===== config.mk =====
export PLATFORM = sky130hd
export DESIGN_NAME = core_seq_ctrl_flat
export DESIGN_NICKNAME = d
export VERILOG_FILES = /design/src/rtl/core_seq_ctrl_if.sv /design/src/rtl/core_seq_ctrl.sv /design/src/flat_wrapper.sv
export SDC_FILE = /design/constraint.sdc
export NUM_CORES = 1
export LEC_CHECK = 0
export CAP_MARGIN = 20
export CORE_UTILIZATION = 44
export DETAILED_ROUTE_END_ITERATION = 10
export GPL_ROUTABILITY_DRIVEN = 0
export GPL_TIMING_DRIVEN = 0
export PLACE_DENSITY = 0.82
export SYNTH_ARGS = -nofsm -noshare
export SYNTH_HDL_FRONTEND = slang
export SYNTH_SLANG_ARGS = --single-unit

===== constraint.sdc =====
create_clock -name clk -period 2.2 [get_ports clk]
set_clock_uncertainty 0.2 [all_clocks]
set_input_delay 0.22 -clock clk [delete_from_list [all_inputs] [get_ports clk]]
set_output_delay 0.22 -clock clk [all_outputs]
set_load 0.03 [all_outputs]

===== src/rtl/core_seq_ctrl_if.sv =====
// rtl/core_seq_ctrl_if.sv - imem fetch and mul/div handshake bundle for core_seq_ctrl
interface core_seq_ctrl_if #(
    parameter int ADDR_W = 32
);
    logic              imem_req;
    logic [ADDR_W-1:0] imem_addr;
    logic              imem_ack;
    logic [31:0]       imem_rdata;
    logic              md_start;
    logic              md_done;

    // Sequencer side: issues fetches and mul/div launches.
    modport master (
        output imem_req, imem_addr, md_start,
        input  imem_ack, imem_rdata, md_done
    );

    // Memory / mul-div side: answers fetches and reports completion.
    modport slave (
        input  imem_req, imem_addr, md_start,
        output imem_ack, imem_rdata, md_done
    );
endinterface


===== src/rtl/core_seq_ctrl.sv =====
// rtl/core_seq_ctrl.sv - multi-cycle RV32IM sequencer; optional SEQ_PERF_CNT_EN adds cyc_cnt/ret_cnt
module core_seq_ctrl #(
    parameter int                ADDR_W     = 32,
    parameter logic [ADDR_W-1:0] RESET_PC   = '0,
    parameter int                MD_TIMEOUT = 64
) (
    input  logic               clk,
    input  logic               rst_n,
    input  logic               run,
    core_seq_ctrl_if.master    bus,
    output logic [31:0]        instr,
    input  logic               dec_reg_write,
    output logic               alu_en,
    output logic               rf_we,
    output logic               retire,
    output logic [ADDR_W-1:0]  pc,
    output logic               trap,
    output logic [1:0]         trap_cause
`ifdef SEQ_PERF_CNT_EN
    ,
    output logic [31:0]        cyc_cnt,
    output logic [31:0]        ret_cnt
`endif
);

    localparam int CNT_W = $clog2(MD_TIMEOUT + 1);

    localparam logic [6:0] OP_R = 7'b0110011;
    localparam logic [6:0] OP_I = 7'b0010011;

    localparam logic [1:0] CAUSE_ILLEGAL = 2'b01;
    localparam logic [1:0] CAUSE_MD_TMO  = 2'b10;

    typedef enum logic [2:0] {
        IDLE,
        FETCH,
        DECODE,
        EXEC,
        MD_WAIT,
        WB,
        TRAP
    } state_t;

    state_t             state;
    state_t             state_nxt;
    logic [1:0]         cause_nxt;
    logic [CNT_W-1:0]   md_cnt;

    logic [6:0] opcode;
    logic       is_r;
    logic       is_legal;
    logic       md_first;
    logic       md_last;

    assign opcode   = instr[6:0];
    assign is_r     = (opcode == OP_R);
    assign is_legal = is_r || (opcode == OP_I);
    // md_cnt is zero only in the launch cycle, so it doubles as the md_start qualifier.
    assign md_first = (md_cnt == '0);
    assign md_last  = (md_cnt == CNT_W'(MD_TIMEOUT - 1));

    // State register.
    always_ff @(posedge clk or negedge rst_n) begin
        if (!rst_n) begin
            state <= IDLE;
        end else begin
            state <= state_nxt;
        end
    end

    // Next-state selection and the trap cause to latch on entry to TRAP.
    always_comb begin
        state_nxt = state;
        cause_nxt = 2'b00;
        case (state)
            IDLE: begin
                if (run) state_nxt = FETCH;
            end
            FETCH: begin
                if (bus.imem_ack) state_nxt = DECODE;
            end
            DECODE: begin
                if (!is_legal) begin
                    state_nxt = TRAP;
                    cause_nxt = CAUSE_ILLEGAL;
                end else if (is_r && instr[25]) begin
                    state_nxt = MD_WAIT;
                end else begin
                    state_nxt = EXEC;
                end
            end
            EXEC: begin
                state_nxt = WB;
            end
            MD_WAIT: begin
                // A done seen in the launch cycle belongs to nothing we started; completion
                // beats timeout when both land together.
                if (!md_first && bus.md_done) begin
                    state_nxt = WB;
                end else if (md_last) begin
                    state_nxt = TRAP;
                    cause_nxt = CAUSE_MD_TMO;
                end
            end
            WB: begin
                state_nxt = run ? FETCH : IDLE;
            end
            TRAP: begin
                state_nxt = TRAP;
            end
            default: begin
                state_nxt = IDLE;
            end
        endcase
    end

    // Instruction register, pc, mul/div wait counter and sticky trap cause.
    always_ff @(posedge clk or negedge rst_n) begin
        if (!rst_n) begin
            pc         <= RESET_PC;
            instr      <= '0;
            md_cnt     <= '0;
            trap_cause <= 2'b00;
        end else begin
            if (state == FETCH && bus.imem_ack) begin
                instr <= bus.imem_rdata;
            end
            if (state == WB) begin
                pc <= pc + ADDR_W'(4);
            end
            if (state == MD_WAIT) begin
                md_cnt <= md_cnt + CNT_W'(1);
            end else begin
                md_cnt <= '0;
            end
            if (state != TRAP && state_nxt == TRAP) begin
                trap_cause <= cause_nxt;
            end
        end
    end

    assign bus.imem_req  = (state == FETCH);
    assign bus.imem_addr = pc;
    assign bus.md_start  = (state == MD_WAIT) && md_first;
    assign alu_en        = (state == EXEC);
    assign retire        = (state == WB);
    assign rf_we         = (state == WB) && dec_reg_write && (instr[11:7] != 5'd0);
    assign trap          = (state == TRAP);

`ifdef SEQ_PERF_CNT_EN
    // Active-cycle and retired-instruction counters; both wrap naturally at 2^32.
    always_ff @(posedge clk or negedge rst_n) begin
        if (!rst_n) begin
            cyc_cnt <= '0;
            ret_cnt <= '0;
        end else begin
            if (state != IDLE && state != TRAP) begin
                cyc_cnt <= cyc_cnt + 32'd1;
            end
            if (retire) begin
                ret_cnt <= ret_cnt + 32'd1;
            end
        end
    end
`endif

endmodule

===== src/flat_wrapper.sv =====
// flat-port wrapper written by rule: the top's interface ports become plain ports
module core_seq_ctrl_flat 
#(
    parameter int                ADDR_W     = 32,
    parameter logic [ADDR_W-1:0] RESET_PC   = '0,
    parameter int                MD_TIMEOUT = 64
)
  (clk, rst_n, run, instr, dec_reg_write, alu_en, rf_we, retire, pc, trap, trap_cause, bus_imem_req, bus_imem_addr, bus_md_start, bus_imem_ack, bus_imem_rdata, bus_md_done);
  core_seq_ctrl_if #(.ADDR_W(ADDR_W)) bus_i ();
  input  logic clk;
  input  logic rst_n;
  input  logic run;
  output logic [31:0] instr;
  input  logic dec_reg_write;
  output logic alu_en;
  output logic rf_we;
  output logic retire;
  output logic [ADDR_W-1:0] pc;
  output logic trap;
  output logic [1:0] trap_cause;
  output wire logic [$bits(bus_i.imem_req)-1:0] bus_imem_req;
  output wire logic [$bits(bus_i.imem_addr)-1:0] bus_imem_addr;
  output wire logic [$bits(bus_i.md_start)-1:0] bus_md_start;
  input wire logic [$bits(bus_i.imem_ack)-1:0] bus_imem_ack;
  input wire logic [$bits(bus_i.imem_rdata)-1:0] bus_imem_rdata;
  input wire logic [$bits(bus_i.md_done)-1:0] bus_md_done;
  assign bus_imem_req = bus_i.imem_req;
  assign bus_imem_addr = bus_i.imem_addr;
  assign bus_md_start = bus_i.md_start;
  assign bus_i.imem_ack = bus_imem_ack;
  assign bus_i.imem_rdata = bus_imem_rdata;
  assign bus_i.md_done = bus_md_done;
  core_seq_ctrl #(.ADDR_W(ADDR_W), .RESET_PC(RESET_PC), .MD_TIMEOUT(MD_TIMEOUT)) u_core (.clk(clk), .rst_n(rst_n), .run(run), .bus(bus_i), .instr(instr), .dec_reg_write(dec_reg_write), .alu_en(alu_en), .rf_we(rf_we), .retire(retire), .pc(pc), .trap(trap), .trap_cause(trap_cause));
endmodule

# Word-level counts from Yosys, hierarchy flattened
# Index checks and enable logic that the tools add are counted.
[word_totals] out_inout_bits=104 in_bits=38 regBits=76 elab_cells=43
[op_classes] n_reduce_logical=12 mux=13 add_sub_neg=2 n_eq_ne=11
[op_table] op="adder 32 x 3 -> 32 bit, second input constant" n=1
[op_table] op="one-hot mux 3 bit (7 select lines)" n=1
[op_table] op="two-way mux 3 bit" n=6
[op_table] op="equality test 7 x 6 -> 1 bit, second input constant" n=2
[op_table] op="equality test 3 bit, second input constant" n=4
[op_table] op="adder 7 x 1 -> 7 bit, second input constant" n=1
[op_table] op="equality test 7 x 5 -> 1 bit, second input constant" n=1
[op_table] op="logical AND 1 bit" n=7
[op_table] op="logical NOT 7 bit" n=1
[op_table] op="two-way mux 7 bit" n=1
[op_table] op="equality test 3 x 2 -> 1 bit, second input constant" n=2
[op_table] op="nonzero test 5 bit" n=1
[op_table] op="two-way mux 2 bit" n=2
[op_table] op="one-hot mux 2 bit (2 select lines)" n=1
[op_table] op="equality test 3 x 1 -> 1 bit, second input constant" n=1
[op_table] op="logical NOT 3 bit" n=1
[op_table] op="!= test 3 bit, second input constant" n=1
[op_table] op="two-way mux 1 bit" n=2
[op_table] op="logical NOT 1 bit" n=1
[op_table] op="logical OR 1 bit" n=1

# Logic depth before layout (Yosys ltp)
[logic_depth] ltp_word=7 depth_mapped=6 depth_no_buf=5

# Worst setup path after synthesis
# No wires, ideal clock.
[synth_path] path_kind="flip-flop to flip-flop" from="reg u_core.state[0]" to="reg u_core.instr[10]" path_buffers=2 arrival_time_ns=1.770 setup_ns=0.127 setup_slack_ns=0.103 synth_period_minus_slack_ns=2.097 required_ns=1.873 stages_incl_launch_ff=7 cell_sequence="dfrtp_1 > inv_2 > nor3_2 > and2_1 > buf_4 > buf_6 > mux2_1"
[synth_via] elab_chain_len=2
[synth_lines] element="start: declaration" line="core_seq_ctrl.sv:44" source="state_t state;"
[synth_lines] element="start signal: assignment" line="core_seq_ctrl.sv:67" source="state <= state_nxt;"
[synth_lines] element="equality test 3 x 1 -> 1 bit"
[synth_lines] element="named net bus_imem_req" line="flat_wrapper.sv:21" source="output wire logic [$bits(bus_i.imem_req)-1:0] bus_imem_req;"
[synth_lines] element="logical AND 1 bit" line="core_seq_ctrl.sv:125" source="if (state == FETCH && bus.imem_ack) begin"
[synth_lines] element="end signal: assignment" line="core_seq_ctrl.sv:126" source="instr <= bus.imem_rdata;"
[synth_lines] element="end: declaration" line="core_seq_ctrl.sv:11" source="output logic [31:0] instr,"
# The timed path passes the listed nets, and every way through them passes these cells.
# A chain may end at the register's enable or synchronous reset.

# Worst setup path in the final report
[layout_path] from="reg u_core.instr[8]" to="out rf_we"
[layout_via] elab_chain_len=2
[layout_lines] element="nonzero test 5 bit" line="core_seq_ctrl.sv:147" source="assign rf_we = (state == WB) && dec_reg_write && (instr[11:7] != 5'd0);"
[layout_lines] element="logical AND 1 bit" line="core_seq_ctrl.sv:147"
[layout_lines] element="end: declaration" line="flat_wrapper.sv:16" source="output logic rf_we;"
# No other way between the ends.

==> metrics.txt <==
outcome=complete, no violations; DR iter-0 viols=97; VDD IR-drop max=0.000831 V; total grt overflow=0; worst path required time=1780 ps; Area Growth Syn to Fin=49.6%; Post-DRT Antenna Nets=0; r2r setup slk=210 ps; clk buf depth=2; fin nets=491; R2R depth=5; first-pass GRT wire length=12.9 mm; final worst setup slack=113 ps; Die Width=92.1 um; Clk Latency, worst-skew pair=340 ps; unrepaired setup endpoints after global routing=false; Slew headroom=65.7%; RR Endpoint=u_core.bus.imem_addr[31]$_DFFE_PN0P_; slew of the pin with the lowest slew margin=510 ps; Slew Limit Fails=0; number of I/O pins=142; period utilization=94.9%; post-synth top area share=51.9%; post-synthesis cell area=0.00357 mm2; final critical-path required period=2090 ps; DR pass1 iterations=4; Port Buffers=137; largest net degree at the start of global routing=74; Die ar.=0.00848 mm2; R2R Path Start=u_core.bus.imem_addr[10]$_DFFE_PN0P_; Clock transition at path regs=80 ps; Avg Cell Area, Syn=12.1 um2; Initial Util=45.7%; Site Rows=32; CTS tree=built; TritonCTS Buffers=9; crit-path max FO=3; EDFF count, synth=0; Worst Setup Path Type=reg2out; GRT Resource Usage Total=19.4%; total core area=0.00781 mm2; initial antenna violation count=0; total power=0.00579 W; H-tree levels=3; sequential area share after synthesis=51.9%; Synth warnings=0; cell count after synthesis=296; ant diodes=0; most common cell in the netlist=dfrtp_1; top_reg_cell synth=dfrtp_1; cell leakage power=2.37 nW; routed length per instance=13.9 um; CP Launch Point=u_core.instr[8]$_DFFE_PN0P_; Fill cells=611; maxcap violations=0; vias per cell=4.84; layout cell share with drive strength beyond 1=16.5%; ys async rst share=100%; vias in the first global route=2730; most instantiated cells after synthesis=dfrtp_1, buf_4, mux2_1; clk sinks=74; Total Wirelength=7.74 mm; Root Buffer=clkbuf_8; Worst setup SP type=flop; fmax=479 MHz; die height=92.1 um; Setup-failing EPs final=0; Synth cell types=46; PD cells=1080 mW/mm2; Place WS=2.80 ps; Final Hold Viols=0; synthesized flop and latch total=74; Post-DP HPWL=5.78 mm; Via Count=2696; largest area contributor in the netlist=dfrtp_1; synth top area cells=dfrtp_1, mux2_1, buf_4; Worst Hold Class=in2async; crit path DAT=1670 ps; CP Capture Type=output port; DR DRC count=0
worst max-delay path, cell delays in order (launching register included):
cell and delay [ps]:
dfrtp_1 390, or3_1 370, o311a_1 290, clkdlybuf4s15_2 280
per-layer routing:
layer  wire, um  up-vias  track usage, %
met2       3900      104            33.6
met4        141        0            7.94
met5          0        -               0
met3        604       11            5.47
met1       3100     1281            22.5
li1           -     1300               -
area by class of cell:
cell class              count  area [um2]  area share, %
flip-flops and latches     74        1850           34.7
repair buffers            140        1410           26.4
multi-input cells         175        1380           25.8
plain buffers              41         324           6.07
clock buffers              10         128           2.39
well taps                 102         128           2.39
clock inverters             6        90.1           1.69
inverters                   9        33.8          0.632
worst max path at each step:
| stage | to | cells after the start | slack, ps |
|---|---|---|---|
| floorplan | u_core.instr[10]$_DFFE_PN0P_ | 6 | 100 |
| global placement | u_core.instr[24]$_DFFE_PN0P_ | 1 | -1780 |
| detailed placement | bus_md_start | 4 | 3 |
| CTS | rf_we | 4 | 70 |
| global route | rf_we | 4 | 30 |
| finish | rf_we | 3 | 110 |
state kept, by name, indices dropped and copies added, names as in the netlist:
register and cells:
u_core.md_cnt 7, u_core.bus.imem_addr 30, u_core.trap_cause 2, u_core.state 3
u_core.instr 32
per-stage QoR:
stage	util [%]	hold WS [ps]	TNS [ps]	instance area (um2)	std cells
CTS	68.4	252	0	5340	557
detailed placement	65.4	-182	0	5110	539
global route	68.4	272	0	5340	557
finish	68.4	230	0	5340	557
floorplan	-	-276	0	3580	299
global placement	65.1	268	-131140	5080	538
logic make-up after synthesis:
group | after synthesis | synth area share [%]
other | 1 | 0.105
AND/OR/NAND/NOR | 91 | 16.2
multiplexers | 32 | 10.1
XOR/XNOR | 34 | 8.34
adder cells (fa/ha/maj) | 3 | 1.05
flip-flops | 74 | 51.9
buffers and inverters | 50 | 10.0
AO/OA/AOI/OAI | 11 | 2.35
timing repair:
| item | CTS | global route |
|---|---|---|
| resized for setup | 13 | 1 |
| setup endpoints to repair | 6 | 1 |
| setup buffers | 0 | 0 |
| hold endpoints to repair | 74 | 0 |
| hold buffers | 2 | 0 |
placed cells by master (no fill, tap or decap), types with 2 or more instances in the layout:
cell type,netlist,routed
clkdlybuf4s50_1,0,130
dfrtp_1,74,74
buf_4,35,36
mux2_1,32,32
xnor2_1,22,22
nand2_1,16,16
nor2_1,14,14
nand4_1,13,13
xor2_1,12,12
nand3_1,11,11
clkbuf_8,0,9
and3_1,8,8
inv_1,7,6
buf_6,5,5
nor3_1,5,5
conb_1,1,4
dlygate4sd2_1,0,4
inv_2,2,3
ha_1,3,3
nor4_2,1,2
nand3b_1,2,2
or3_1,2,2
and4_1,2,2
nor4_4,2,2
buf_2,1,2
nand4b_1,2,2
bufinv_16,0,2
dlygate4sd3_1,0,2
report_power, final:
| part | leakage [nW] | switching, W | internal, W |
|---|---|---|---|
| registers | 0.950 | 0.000307 | 0.00174 |
| clock network | 0.107 | 0.000517 | 0.000643 |
| logic | 1.31 | 0.00142 | 0.00116 |
| total | 2.37 | 0.00224 | 0.00354 |
Note: power is estimated with default switching activity, not from simulation.
